**src/rtl/adc_bcd_voltmeter.sv**
```systemverilog
// adc_bcd_voltmeter: scales an ADC code to millivolts, applies live/peak hold
// and produces packed BCD with a sequential double-dabble engine.
module adc_bcd_voltmeter #(
  parameter int ADC_WIDTH = 12,
  parameter int VREF_MV   = 5000,
  parameter int DIGITS    = 4,
  localparam int MV_W     = $clog2(VREF_MV + 1)
) (
  input  logic                  clk,
  input  logic                  rst,
  input  logic                  in_valid,
  output logic                  in_ready,
  input  logic [ADC_WIDTH-1:0]  sample_data,
  input  logic [1:0]            mode,
  input  logic                  hold_clr,
  output logic                  out_valid,
  output logic [MV_W-1:0]       mv_out,
  output logic [4*DIGITS-1:0]   bcd_out
);

  localparam int PW = ADC_WIDTH + MV_W;
  localparam int BW = 4 * DIGITS;
  localparam int CW = $clog2(MV_W + 1);

  function automatic longint pow10(input int n);
    longint r;
    r = 1;
    for (int i = 0; i < n; i++) r = r * 10;
    return r;
  endfunction

  // The BCD field must be able to represent every millivolt value.
  if (pow10(DIGITS) <= longint'(VREF_MV)) begin : g_digits_check
    $error("adc_bcd_voltmeter: DIGITS too small for VREF_MV");
  end

  typedef enum logic {IDLE, CONV} state_t;

  state_t          state, next_state;
  logic [CW-1:0]   cnt;
  logic [MV_W-1:0] bin_reg;
  logic [BW-1:0]   bcd_reg;
  logic [MV_W-1:0] mv_hold;
  logic [MV_W-1:0] pk_max, pk_min;
  logic [PW-1:0]   prod;
  logic [MV_W-1:0] mv_scaled, eff_max, eff_min, sel_mv;
  logic [BW-1:0]   bcd_corr, bcd_shift;
  logic [MV_W-1:0] bin_shift;
  logic            accept;

  assign in_ready = (state == IDLE) & ~rst;
  assign accept   = in_valid & in_ready;

  // Full-width product, truncated by dropping the ADC_WIDTH fraction bits.
  assign prod      = PW'(sample_data) * PW'(VREF_MV);
  assign mv_scaled = prod[PW-1:ADC_WIDTH];

  // A clear in the accept cycle applies before the peak comparison.
  assign eff_max = hold_clr ? '0 : pk_max;
  assign eff_min = hold_clr ? '1 : pk_min;

  // Choose the value to convert according to the hold mode.
  always_comb begin
    sel_mv = mv_scaled;
    case (mode)
      2'b01:   sel_mv = (mv_scaled > eff_max) ? mv_scaled : eff_max;
      2'b10:   sel_mv = (mv_scaled < eff_min) ? mv_scaled : eff_min;
      default: sel_mv = mv_scaled;
    endcase
  end

  // One double-dabble step: add 3 to nibbles >= 5, then shift {bcd, bin} left.
  always_comb begin
    bcd_corr = bcd_reg;
    for (int i = 0; i < DIGITS; i++) begin
      if (bcd_corr[4*i +: 4] >= 4'd5) bcd_corr[4*i +: 4] = bcd_corr[4*i +: 4] + 4'd3;
    end
    bcd_shift = {bcd_corr[BW-2:0], bin_reg[MV_W-1]};
    bin_shift = {bin_reg[MV_W-2:0], 1'b0};
  end

  // State register.
  always_ff @(posedge clk) begin
    if (rst) state <= IDLE;
    else     state <= next_state;
  end

  // Next-state logic: accept starts a conversion, last iteration returns to IDLE.
  always_comb begin
    next_state = state;
    case (state)
      IDLE:    if (accept) next_state = CONV;
      CONV:    if (cnt == CW'(1)) next_state = IDLE;
      default: next_state = IDLE;
    endcase
  end

  // Datapath: peak registers, conversion shift registers and output capture.
  always_ff @(posedge clk) begin
    if (rst) begin
      cnt       <= '0;
      bin_reg   <= '0;
      bcd_reg   <= '0;
      mv_hold   <= '0;
      pk_max    <= '0;
      pk_min    <= '1;
      out_valid <= 1'b0;
      mv_out    <= '0;
      bcd_out   <= '0;
    end else begin
      out_valid <= 1'b0;
      if (hold_clr) begin
        pk_max <= '0;
        pk_min <= '1;
      end
      if (accept) begin
        bin_reg <= sel_mv;
        mv_hold <= sel_mv;
        bcd_reg <= '0;
        cnt     <= CW'(MV_W);
        if (mode == 2'b01) pk_max <= sel_mv;
        if (mode == 2'b10) pk_min <= sel_mv;
      end else if (state == CONV) begin
        bin_reg <= bin_shift;
        bcd_reg <= bcd_shift;
        cnt     <= cnt - CW'(1);
        if (cnt == CW'(1)) begin
          mv_out    <= mv_hold;
          bcd_out   <= bcd_shift;
          out_valid <= 1'b1;
        end
      end
    end
  end

endmodule

```
**config.mk**
```make
export PLATFORM = sky130hd
export DESIGN_NAME = adc_bcd_voltmeter
export DESIGN_NICKNAME = d
export VERILOG_FILES = /design/src/rtl/adc_bcd_voltmeter.sv
export SDC_FILE = /design/constraint.sdc
export NUM_CORES = 1
export LEC_CHECK = 0
export BUFFER_PORTS_ARGS = -buffer_cell sky130_fd_sc_hd__clkbuf_2
export CAP_MARGIN = 20
export CORE_UTILIZATION = 53
export CTS_BUF_LIST = sky130_fd_sc_hd__clkbuf_16
export CTS_CLUSTER_SIZE = 28
export DETAILED_ROUTE_END_ITERATION = 12
export PLACE_DENSITY = 0.76
export SLEW_MARGIN = 20
export SYNTH_ARGS = -nofsm -noshare
export SYNTH_HDL_FRONTEND = slang
export SYNTH_SLANG_ARGS = --single-unit
```
**constraint.sdc**
```tcl
create_clock -name clk -period 19.5 [get_ports clk]
set_clock_uncertainty 0.2 [all_clocks]
set_input_delay 0 -clock clk [delete_from_list [all_inputs] [get_ports clk]]
set_output_delay 0 -clock clk [all_outputs]
set_load 0.005 [all_outputs]
```
# After elaboration in Yosys (flattened, before gate mapping)

Cells that the tools add are included.

Output and inout bits: 31
Word-level logic and storage cells: 56
Register bits: 103
Input port bits: 18

Muxes and demuxes: 21
Multiply operators: 1
$lt $le $gt $ge: 6
Equal/unequal tests: 3
Bitwise operators: 5
Reductions and logical operators: 4
$add $sub $neg: 5

Operators by type and width:

| kind                   | count |
|---|---|
| $mux 13                | 10 |
| $pmux 13 s2            | 1 |
| $mul 12x10->22 const B | 1 |
| $mux 4                 | 5 |
| $ge 4x3->1 const B     | 4 |
| $gt 13x13->1           | 1 |
| $lt 13x13->1           | 1 |
| $add 4x2->4 const B    | 3 |
| $eq 4x1->1 const B     | 1 |
| $sub 4x1->4 const B    | 1 |
| $add 3x2->3 const B    | 1 |
| $mux 1                 | 3 |
| $mux 3                 | 1 |
| $not 1->1              | 3 |
| $reduce_and 3->1       | 1 |
| $reduce_or 3->1        | 1 |
| $and 1x1->1            | 2 |
| $eq 2x1->1 const B     | 1 |
| $eq 2x2->1 const B     | 1 |
| $pmux 1 s2             | 1 |
| $reduce_bool 2->1      | 1 |
| $reduce_or 2->1        | 1 |

# Depth between registers and ports, before layout

Depth after elaboration: 6
Gate-level depth with buffers: 31
Depth with buffers taken out: 30

# Least setup slack after synthesis

OpenSTA, ideal clock, no wires.

Kind: input to register
Start point: input sample_data[4]
End point: register bin_reg[1]
Arrival: 6.096 ns
Setup slack: 13.067 ns
Setup time: 0.137 ns
Data required time: 19.163 ns
Cell stages on the path: 30
Path buffers: 1
Path through: inv_1 -> fa_1 -> inv_1 -> ha_1 -> inv_1 -> fa_1 -> inv_1 -> ha_1 -> inv_1 -> fa_1 -> inv_1 -> ha_1 -> a21oi_1 -> nand3b_4 -> o21ai_4 -> o21ai_2 -> or4_1 -> nand4_1 -> ha_1 -> nand4_1 -> nor2_1 -> a221oi_1 -> o21ai_0 -> a21oi_1 -> mux2i_1 -> clkbuf_1 -> and3_1 -> nor2b_1 -> a221oi_2 -> o221ai_1

Word-level cells in the longest chain between the ends: 5
Elaborated cells between the ends (all ways): 7
Those cells by class: 1 x mul; 2 x order compare; 4 x mux

Ends and longest elaborated chain:

| item                                                | RTL line | RTL |
|---|---|---|
| from (decl)                                         | 13       | `input logic [ADC_WIDTH-1:0] sample_data,` |
| $mul 12x10->22 *                                    | 55       | `assign prod = PW'(sample_data) * PW'(VREF_MV);` |
| $lt 13x13->1 / $gt 13x13->1 (equally long branches) | 67, 66   |  |
| $mux 13, on equally long branches                   | 67, 66   |  |
| $pmux 13 s2 *                                       | 65       | `case (mode)` |
| $mux 13 *                                           | 116      | `if (accept) begin` |
| to (signal assigned)                                | 117      | `bin_reg <= sel_mv;` |
| to (signal assigned)                                | 124      | `bin_reg <= bin_shift;` |
| to (decl)                                           | 41       | `logic [MV_W-1:0] bin_reg;` |

Mark *: on every way between the ends. The rest lies on a longest branch, timed or not.
A chain may end at the register's enable or synchronous reset.

# Worst setup path after layout

Start point: input sample_data[4]
End point: register pk_max[2]

Word-level cells in the longest chain between the ends: 6
Elaborated cells between the ends (all ways): 8
Those cells by class: 1 x mul; 2 x order compare; 5 x mux

Ends and longest elaborated chain:

| item                                                | RTL line | RTL |
|---|---|---|
| $mul 12x10->22 *                                    | 55       |  |
| $lt 13x13->1 / $gt 13x13->1 (equally long branches) | 67, 66   |  |
| $mux 13, on equally long branches                   | 67, 66   |  |
| $pmux 13 s2 *                                       | 65       |  |
| $mux 13 *                                           | 121      | `if (mode == 2'b01) pk_max <= sel_mv;` |
| $mux 13 *                                           | 116      |  |
| to (signal assigned)                                | 121      |  |
| to (decl)                                           | 44       | `logic [MV_W-1:0] pk_max, pk_min;` |

Marks and branches as above.

==> impl_metrics.toml <==
[outcome]
status = "completed"

[yosys]
synth_top_family_by_area = "adder cells"
synth-compound-area-share_pct = 18.9
syn_area_per_cell_um2 = 8.48
yosysUniqueCellTypes = 64
synth_warnings = 0
syn_inst = 844
synth_flop_cell = "dfxtp_1"
yosysTopAreaCell = "dfxtp_1"
synth.top_cells.by_area = "dfxtp_1, ha_1, fa_1"
yosys.area_share.simple_pct = 18.0
muxShareOfSynthArea_pct = 2.43
synth-seq-area-share_pct = 28.8
synth.top_cell.area_share_pct = 28.8
synth_xor_xnor_area_share_pct = 3.04
synth_edf_count = 0
ys_ff_latch = 103
syn_nets = 973
synth_area_um2 = 7160
synthArstFlopShare_pct = 0
synth-adder-area-share_pct = 21.7

[detailed_routing]
vias = 5892
wl_met3_um = 508
dr.pass1.iters = 5
drc_errors = 0
wire_per_inst_um = 14.6
drt-met1-wl_um = 7170
ant_nets = 0
wl_met2_um = 7450
wl_um = 15400
vias_per_cell = 5.61
drt-initial-drc-count = 329
highest_layer = "met4"

[worst_setup_path]
path_max_fanout = 11
critPathLaunch = "sample_data[4]"
worst-endpoint-required_ns = 19.47
rrSetupSlack_ns = 15.79
start_kind = "input pin"
path_class = "in2reg"
cp.arrival_ns = 7.19
end_kind = "flip-flop"
path_common_cell = "inv_1"
regToRegStartpoint = "pk_max[7]$_SDFF_PP0_"
slowest_stage = "mux2i_1"
crit_path_max_incr_delay_ns = 0.62
path_delay_family = "adder cells"
path_buf_inv = 8

[pwr]
p_leak_nw = 3.40
total_power_mw = 0.991
pwr-share-clk_pct = 19.2
sw_frac_of_total_pct = 41.8
netSwitchingPower_mw = 0.414
power.density_nw_per_um2 = 126
ir_drop_mv = 0.0689
pwr-share-comb_pct = 55.5
power_frac_seq_pct = 25.3
p_int_mw = 0.577

[sta]
finalCritPeriodShare_pct = 37.0
setup_violations = 0
fmax_mhz = 139
tns_ns = 0
worstMarginPinSlew_ns = 1.06
fin_ws_ns = 12.29
grt_setup_unrepaired = "no"
min_period_ns = 7.21
finalHoldViolations = 0
relSlewSlack_pct = 29.2
slew_violations = 0

[layout]
diodes = 0
multi_input_area_um2 = 4610
syn_to_final_growth_pct = 9.77
seq_area_um2 = 2070
fin_nets = 999
design_area_um2 = 7860
final_layout_size_suffix_gt1_share_pct = 11.2
fillerInstances = 1148

[clocking]
clock_tree.root_cell = "clkbuf_16"
cts.clk_slew.worst_paths_ns = 0.07
cts_max_path_buffers = 2
clock-sinks = 103
cts_buffers = 9
cts_max_level = 3
post_cts_buffers = 0
insertion_delay_ns = 0.34
tritoncts = "yes"

[die]
initial_core_util_pct = 54.3
rows = 42
pin_count = 49
die_w_um = 118
die_h_um = 118
core_um2 = 13200
die_area_um2 = 14000

[hold_path]
hp-class = "in2reg"
worstHoldStart = "rst"

[grt]
grt_overflow = 0
grt_max_degree = 85
grt_pass1_wl_um = 26600
antenna_found_initial = 0
grt_pass1_vias = 5693
grt.total_usage_pct = 23.0

[place]
io_buffers = 48
place_ws_ns = 12.06
gp_congestion = 0.877
dp_hpwl_um = 11500
placed_area_um2 = 7530

[job]
maxCapViolCount = 0
metrics by stage:
step                      cells  utilization (%)  hold WS, ns
final                      1051             59.6        0.129
after global routing       1051             59.6        0.168
after global placement     1034             57.1        0.149
after CTS                  1051             59.6        0.126
after detailed placement   1034             57.1        0.156
after floorplan             844                -       -0.156
Yosys cell counts, drive strengths merged, types with 3 or more instances:
library cell and instances:
nand3 10, dfxtp 103, mux2i 14, o211ai 5
a21o 8, xnor2 20, nor4 15, o221ai 11
nand4 7, clkbuf 35, buf 4, inv 96
o221a 4, a31o 3, fa 22, xor2 4
o21a 6, a31oi 6, mux2 3, nor2 69
ha 89, nor3b 7, nand2b 8, a21oi 66
and2 3, nand3b 20, nor3 12, a211oi 25
nor2b 19, nand2 79, o21ai 35, a221oi 8
tightest hold or removal path: stages:
cell	delay, ns
clkbuf_2	0.08
buf_4	0.34
a21oi_1	0.21
power by group through the flow:
stage	Combinational (mW)	Sequential (mW)	Clock, mW
final	0.550	0.251	0.190
after CTS	0.548	0.250	0.193
after floorplan	0.430	0.248	0
after global routing	0.622	0.254	0.201
after detailed placement	0.543	0.254	0
after global placement	0.534	0.255	0
placed cells by master, fill, tap and decap left out, types with 9 or more instances in the layout:
cell / Yosys / final
dfxtp_1: 103 / 102
inv_1: 96 / 96
ha_1: 89 / 89
nand2_1: 79 / 79
nor2_1: 69 / 69
a21oi_1: 66 / 66
clkbuf_2: 0 / 48
o21ai_0: 31 / 31
a211oi_1: 25 / 25
fa_1: 22 / 22
nor2b_1: 19 / 19
xnor2_1: 19 / 19
nand3b_1: 19 / 19
nor4_1: 15 / 15
mux2i_1: 14 / 14
nor3_1: 12 / 12
o221ai_1: 11 / 11
nand3_1: 10 / 10
clkbuf_16: 0 / 9
layout make-up:
type,instances,area share (%)
sequential,103,26.3
clock buffer,9,2.87
clock inverter,7,1.19
tap,176,2.80
inverter,96,4.59
timing repair buffer,54,3.66
multi-input combinational,606,58.6
kinds of logic after synthesis:
family | count (synthesis)
xor+xnor | 24
mux | 17
simple gates | 259
buf+inv | 135
flops | 103
compound gates | 195
fa+ha+maj | 111
worst paths after layout:
kind                        endpoint  depth (start not counted)
min reg2reg  bcd_out[6]$_SDFFE_PP0P_                          2
max             pk_max[2]$_SDFF_PP0_                         31
min          bcd_out[0]$_SDFFE_PP0P_                          3
max reg2reg  bin_reg[1]$_SDFFE_PP0P_                         13
layer usage:
metal  vias to the layer above  GRT usage, %
li1                       2987             -
met1                      2757          29.5
met2                       123          40.0
met3                        25          3.43
met4                         0          6.17
met5                         -             0
what timing repair did:
item / CTS / global route
hold buffers: 1 / 0
resized for setup: 0 / 0
hold endpoints to repair: 6 / 0
Power figures use the tool's default switching activity.
